File: src/rtl/mem_access_sequencer_pkg.sv
// mem_access_sequencer_pkg: shared FSM encoding and constants for the memory access sequencer
// Contents: state_t (IDLE/REQ/DONE/ERR), ERR_DATA_DEF (load result after a bus abort),
//           ALIGN_MASK (byte-offset bits that must be zero for a word access)
package mem_access_sequencer_pkg;
    typedef enum logic [1:0] {
        S_IDLE = 2'd0,
        S_REQ  = 2'd1,
        S_DONE = 2'd2,
        S_ERR  = 2'd3
    } state_t;
    localparam logic [31:0] ERR_DATA_DEF = 32'hDEADBEEF;
    localparam logic [1:0] ALIGN_MASK = 2'b11;
endpackage

File: src/rtl/mem_access_sequencer_bus_timeout_counter.sv
// mem_access_sequencer_bus_timeout_counter: counts cycles spent waiting for a bus ack
// Ports: clk_i, reset_i (sync, active high); clear restarts the count; enable counts one wait cycle;
//        expired is high during the TIMEOUT-th enabled cycle since the last clear
module mem_access_sequencer_bus_timeout_counter #(
    parameter int TIMEOUT = 64
) (
    input  logic clk_i,
    input  logic reset_i,
    input  logic clear,
    input  logic enable,
    output logic expired
);
    localparam int CW = $clog2(TIMEOUT + 1);
    logic [CW-1:0] count;
    // count holds the number of completed wait cycles, so the current cycle is number count+1
    assign expired = enable && count == CW'(TIMEOUT - 1);
    always_ff @(posedge clk_i) begin
        if (reset_i || clear)
            count <= '0;
        else if (enable && count != CW'(TIMEOUT))
            count <= count + 1'b1;
    end
endmodule

File: src/rtl/mem_access_sequencer.sv
// mem_access_sequencer: turns a memory-stage load/store into a req/ack bus transaction and stalls the datapath
// Ports: clk_i, reset_i (sync, active high)
//        memRead_i/memWrite_i/addr_i/writeData_i : access request from the memory stage
//        readData_o : load result, held until the next load completes
//        stall_o    : freezes the datapath while an access is launched or in flight
//        busReq_o/busWe_o/busAddr_o/busWData_o/busAck_i/busRData_i : data bus handshake
//        busErr_o   : sticky timeout flag; misaligned_o : one-cycle pulse for an unaligned access
module mem_access_sequencer
    import mem_access_sequencer_pkg::*;
#(
    parameter int ADDR_W = 32,
    parameter int DATA_W = 32,
    parameter int TIMEOUT = 64,
    parameter logic [DATA_W-1:0] ERR_DATA = DATA_W'(ERR_DATA_DEF)
) (
    input  logic              clk_i,
    input  logic              reset_i,
    input  logic              memRead_i,
    input  logic              memWrite_i,
    input  logic [ADDR_W-1:0] addr_i,
    input  logic [DATA_W-1:0] writeData_i,
    output logic [DATA_W-1:0] readData_o,
    output logic              stall_o,
    output logic              busReq_o,
    output logic              busWe_o,
    output logic [ADDR_W-1:0] busAddr_o,
    output logic [DATA_W-1:0] busWData_o,
    input  logic              busAck_i,
    input  logic [DATA_W-1:0] busRData_i,
    output logic              busErr_o,
    output logic              misaligned_o
);
    state_t state;
    logic access, aligned, launch, expired;
    assign access = memRead_i | memWrite_i;
    assign aligned = (addr_i[1:0] & ALIGN_MASK) == 2'b00;
    assign launch = state == S_IDLE && access && aligned;
    // DONE deliberately drops stall so the datapath steps past the finished instruction
    assign stall_o = launch || state == S_REQ || state == S_ERR;
    mem_access_sequencer_bus_timeout_counter #(.TIMEOUT(TIMEOUT)) u_timeout (
        .clk_i   (clk_i),
        .reset_i (reset_i),
        .clear   (launch),
        .enable  (state == S_REQ),
        .expired (expired)
    );
    always_ff @(posedge clk_i) begin
        if (reset_i) begin
            state        <= S_IDLE;
            readData_o   <= '0;
            busReq_o     <= 1'b0;
            busWe_o      <= 1'b0;
            busAddr_o    <= '0;
            busWData_o   <= '0;
            busErr_o     <= 1'b0;
            misaligned_o <= 1'b0;
        end else begin
            misaligned_o <= state == S_IDLE && access && !aligned;
            case (state)
                S_IDLE: if (launch) begin
                    busAddr_o  <= addr_i;
                    busWData_o <= writeData_i;
                    busWe_o    <= memWrite_i;
                    busReq_o   <= 1'b1;
                    state      <= S_REQ;
                end
                // an ack in the final wait cycle still wins over the timeout
                S_REQ: if (busAck_i) begin
                    busReq_o <= 1'b0;
                    if (!busWe_o) readData_o <= busRData_i;
                    state <= S_DONE;
                end else if (expired) begin
                    busReq_o <= 1'b0;
                    state    <= S_ERR;
                end
                S_ERR: begin
                    busErr_o <= 1'b1;
                    if (!busWe_o) readData_o <= ERR_DATA;
                    state <= S_DONE;
                end
                default: state <= S_IDLE;
            endcase
        end
    end
endmodule

File: config.mk
export PLATFORM = sky130hd
export DESIGN_NAME = mem_access_sequencer
export DESIGN_NICKNAME = d
export VERILOG_FILES = /design/src/rtl/mem_access_sequencer_pkg.sv /design/src/rtl/mem_access_sequencer_bus_timeout_counter.sv /design/src/rtl/mem_access_sequencer.sv
export SDC_FILE = /design/constraint.sdc
export NUM_CORES = 1
export LEC_CHECK = 0
export CELL_PAD_IN_SITES_DETAIL_PLACEMENT = 0
export CELL_PAD_IN_SITES_GLOBAL_PLACEMENT = 2
export CORE_MARGIN = 5
export CORE_UTILIZATION = 26
export DETAILED_ROUTE_END_ITERATION = 10
export PLACE_DENSITY_LB_ADDON = 0.05
export SLEW_MARGIN = 20
export SYNTH_ARGS = -nofsm -noshare
export SYNTH_HDL_FRONTEND = slang
export SYNTH_SLANG_ARGS = --single-unit
export TNS_END_PERCENT = 20
File: constraint.sdc
create_clock -name clk_i -period 3.35 [get_ports clk_i]
set_input_delay 0.335 -clock clk_i [delete_from_list [all_inputs] [get_ports clk_i]]
set_output_delay 0.335 -clock clk_i [all_outputs]
set_load 0.02 [all_outputs]
==> results by stage <==
Run status:
- The flow ran to the end, and the final reports show no timing, DRC or antenna violations.

Hold path:
- The endpoint of the worst hold path is busWData_o[27].
- The worst hold path belongs to the class register to register.
- The startpoint of the worst hold path is busWData_o[27].
- The number of instances on the worst hold path is 2.

Layout:
- The filler cell count in the final layout is between 1.5k and 2k.
- The repair_antennas step left the layout with diodes totalling 0.
- Compared with the post-synthesis result, the final layout area differs by 49.4%.
- The post-route standard cell area excluding fillers is just over 7000 sq um.
- In the final layout, the share of cells above drive strength 1 is between 10 and 15%.
- The non-filler instance count after layout is about 920.
- The net count of the finished layout is 786.

Detailed routing:
- For this block, the routed nets add up to roughly 18000 um of wire.
- After detailed routing, the number of remaining DRC violations is 0.
- Using the TritonRoute via totals, the vias-per-cell ratio works out to 5.29.
- The remaining antenna violation count after routing is 0.
- For this block, the via count after detailed routing is about 4.9k.
- The first detailed-routing pass ran for 4 iterations.
- After detailed routing, the average wire length per cell comes to 19.3 um.
- The first routing iteration left 210 violations.

Place:
- The instance count after placement with tap cells included is between 900 and 1k.
- Input and output buffers added on the ports amount to approximately 200.
- Routability-driven placement finished with a final weighted congestion of between 0.7 and 0.8.
- After legalization and detailed placement, the total HPWL measured about 11000 um.
- The cell area after placement is ~6900 sq um.

Synthesis:
- The number of instances in the synthesized netlist is between 500 and 600.
- In the synthesized netlist the async set-or-reset flop fraction comes to 0%.
- The part of the Yosys area used for sequential elements is a little under half.
- The most used standard cell by instance count after synthesis is sky130_fd_sc_hd__dfxtp_1.
- The portion of synthesized area spent on multiplexers is less than 1%.
- The count of distinct cell types in the synthesized netlist is 33.
- The cell accounting for the most synthesized area is sky130_fd_sc_hd__dfxtp_1.
- The post-synthesis net count is around 640.
- By area the synthesized netlist is led by sky130_fd_sc_hd__dfxtp_1, sky130_fd_sc_hd__a21oi_1, sky130_fd_sc_hd__o31ai_2.
- The synthesized netlist devotes 0% of its cell area to XOR and XNOR gates.
- The average instance area after synthesis is 9.07 sq um.
- Counting instances in the post-synthesis netlist gives the leading cell types as sky130_fd_sc_hd__dfxtp_1, sky130_fd_sc_hd__a21oi_1, sky130_fd_sc_hd__nand4_1.
- Yosys printed 0 warnings.
- The number of synthesized register bits is approximately 110.
- The synthesized netlist devotes 0.519% of its cell area to adder and majority cells.
- The most used flip-flop cell after synthesis is sky130_fd_sc_hd__dfxtp_1.
- The top cell type by area accounts for roughly 45% of the synthesized area.
- The number of enable-type register cells in the synthesized netlist is 0.
- The compound-cell area share of the yosys netlist is around 27%.
- By area, the combinational part of the netlist is dominated by compound AO/OA/AOI/OAI gates.
- The simple-gate share of the synthesized area is a little under a fifth.
- After synthesis the cells add up to just under 5000 sq um.

Clock network:
- The tree built by TritonCTS fans out to around 110 sinks.
- The maximum root-to-sink buffer count is 2.
- The post-CTS setup repair buffer count is 0.
- The TritonCTS clock tree is done.
- The number of hold-repair buffers added at the cts stage is 0.
- After clock tree synthesis, the clock-pin slew on the worst setup and hold paths is roughly 0.07 ns.
- For the worst-skew pair, the clock arrives at the later sink with an insertion delay of 0.35 ns.
- Gates resized during post-CTS repair numbered 0.
- Counting the buffers created by CTS gives 9.
- The cell chosen for the clock root is sky130_fd_sc_hd__clkbuf_16.
- The number of H-tree levels is 3.

Timing:
- The shortest period the worst path allows is 2.37 ns.
- The total negative slack for setup checks is 0 ns.
- The final hold violation count was 0.
- Setup repair after global routing left no endpoint under its margin.
- Headroom to the max-slew limit came out at about a third.
- The number of max-slew violations in the final report is 0.
- Final hold analysis gives a worst-case slack of 0.469 ns.
- The final worst-path cycle share is 70.7%.
- At the pin with the least slew margin, the transition time is just over 1 ns.
- The number of setup violations in the final report is 0.
- The maximum frequency from static timing analysis is about 0.42 GHz.
- Clock skew on the completed layout was measured at ~0.0063 ns.

Worst setup path:
- In this run the worst path has a maximum fanout of 5.
- The launch instance of the worst register-to-register path is state[0].
- The number of cells traversed by the worst register-to-register path is 4.
- The worst setup path is captured at an output port.
- The worst setup path is of the input port to output port kind.
- The endpoint identified for the worst register-to-register timing path is busWData_o[29].
- Data arrives at the worst endpoint at approximately 2.0 ns.
- The worst setup path is launched from an input port.
- The required time reported for the critical path endpoint is between 3 and 4 ns.
- The worst reg-to-reg setup slack is approximately 1.3 ns.

Floorplanning:
- The width of the chip is roughly 150 um.
- The initialized floorplan defines 49 standard-cell rows.
- Once the floorplan was initialized, standard cells occupied 26.7% of the core.
- The top-level I/O count is 202.
- In this run the standard cell core region covers roughly 18000 sq um.
- In this run the vertical extent of the chip is around 150 um.
- The die covers around 21000 sq um.

GRT:
- The maximum number of pins on one net before global-route repair is 69.
- The initial antenna violation count is 0.
- The wire length of the first global-routing pass is ~28000 um.
- The aggregate global-route resource usage is around 16%.
- Summed over all layers, the global routing overflow is 0.
- The number of global-route vias before repair came to between 4k and 5k.

Flow run:
- The tool flagged a number of max-cap violations equal to 0.

Power and ir drop:
- Summed over all cells, the static leakage comes to 0.00224 uW.
- The worst-case vdd ir drop is around 0.00024 V.
- The power per unit of standard cell area is between 400 and 500 nW/um^2.
==> area by class of cell <==
cell class              count  area, sq um  area share, %
multi-input cells         345         2310           32.0
flip-flops and latches    109         2180           30.3
repair buffers            212         2100           29.2
well taps                 229          287           3.98
clock buffers              13          260           3.61
clock inverters             3         43.8          0.608
inverters                   6         22.5          0.312
==> per-stage QoR <==
stage / setup slack (ns) / power [uW] / utilization [%]
after CTS: 0.963 / 3090 / 39.9
final: 0.981 / 3040 / 39.9
after global routing: 0.933 / 3180 / 39.9
after detailed placement: 0.969 / 1960 / 38.2
after floorplan: 1.90 / 1680 / -
after global placement: 0.980 / 1960 / 38.2
==> cells in the final DEF (no fill, tap or decap), types with 3 or more instances in the layout <==
| cell | instances |
|---|---|
| sky130_fd_sc_hd__a21oi_1 | 101 |
| sky130_fd_sc_hd__and3_1 | 3 |
| sky130_fd_sc_hd__buf_4 | 11 |
| sky130_fd_sc_hd__clkbuf_16 | 9 |
| sky130_fd_sc_hd__clkdlybuf4s50_1 | 200 |
| sky130_fd_sc_hd__dfxtp_1 | 109 |
| sky130_fd_sc_hd__inv_1 | 6 |
| sky130_fd_sc_hd__nand2_1 | 4 |
| sky130_fd_sc_hd__nand2b_1 | 4 |
| sky130_fd_sc_hd__nand3_1 | 3 |
| sky130_fd_sc_hd__nand4_1 | 72 |
| sky130_fd_sc_hd__nor2_4 | 3 |
| sky130_fd_sc_hd__nor3_1 | 24 |
| sky130_fd_sc_hd__nor4_1 | 26 |
| sky130_fd_sc_hd__o21ai_0 | 13 |
| sky130_fd_sc_hd__o31ai_1 | 24 |
| sky130_fd_sc_hd__o31ai_2 | 40 |
| sky130_fd_sc_hd__or3_1 | 4 |
==> flip-flops by register name (all words and copies together), names as in the netlist <==
register / cells
busAddr_o: 32
busWData_o: 32
readData_o: 32
u_timeout.count: 7
state: 2
busErr_o: 1
busReq_o: 1
busWe_o: 1
misaligned_o: 1
==> per-layer routing <==
| layer | share of wire (%) | vias up | global-route usage, % |
|---|---|---|---|
| met2 | 45 | 136 | 24.3 |
| met5 | 0 | - | 0 |
| li1 | - | 2344 | - |
| met4 | 1.2 | 0 | 4.89 |
| met3 | 7.6 | 14 | 5.18 |
| met1 | 46 | 2360 | 21.2 |
==> how the worst max path moves through the flow <==
| stage | cells after the start | end | slack (ns) | start |
|---|---|---|---|---|
| final | 5 | stall_o | 0.98 | memWrite_i |
| after global routing | 5 | stall_o | 0.93 | memWrite_i |
| after CTS | 5 | stall_o | 0.96 | memWrite_i |
| after detailed placement | 5 | stall_o | 0.97 | memWrite_i |
| after global placement | 5 | stall_o | 0.98 | memWrite_i |
| after floorplan | 5 | busWData_o[15] | 1.90 | addr_i[0] |
==> kinds of logic (layout without fill, tap and decap cells) <==
| kind of cell | Yosys count | after routing |
|---|---|---|
| mux | 1 | 1 |
| flops | 109 | 109 |
| simple gates | 156 | 156 |
| fa+ha+maj | 2 | 2 |
| compound gates | 186 | 186 |
| buf+inv | 78 | 234 |
==> worst max-delay path, cell delays in order <==
cell                              delay (ns)
sky130_fd_sc_hd__clkdlybuf4s50_1        0.49
sky130_fd_sc_hd__or2_2                  0.39
sky130_fd_sc_hd__nand3_1                0.19
sky130_fd_sc_hd__nand2b_1               0.08
sky130_fd_sc_hd__clkdlybuf4s50_1        0.55
==> report_power, final <==
| part | total [uW] | switching, uW | internal [uW] |
|---|---|---|---|
| Clock | 1120 | 492 | 623 |
| Sequential | 1380 | 31.5 | 1340 |
| Combinational | 550 | 300 | 250 |
| Total | 3040 | 824 | 2220 |
Note: power is estimated with default switching activity, not from simulation.
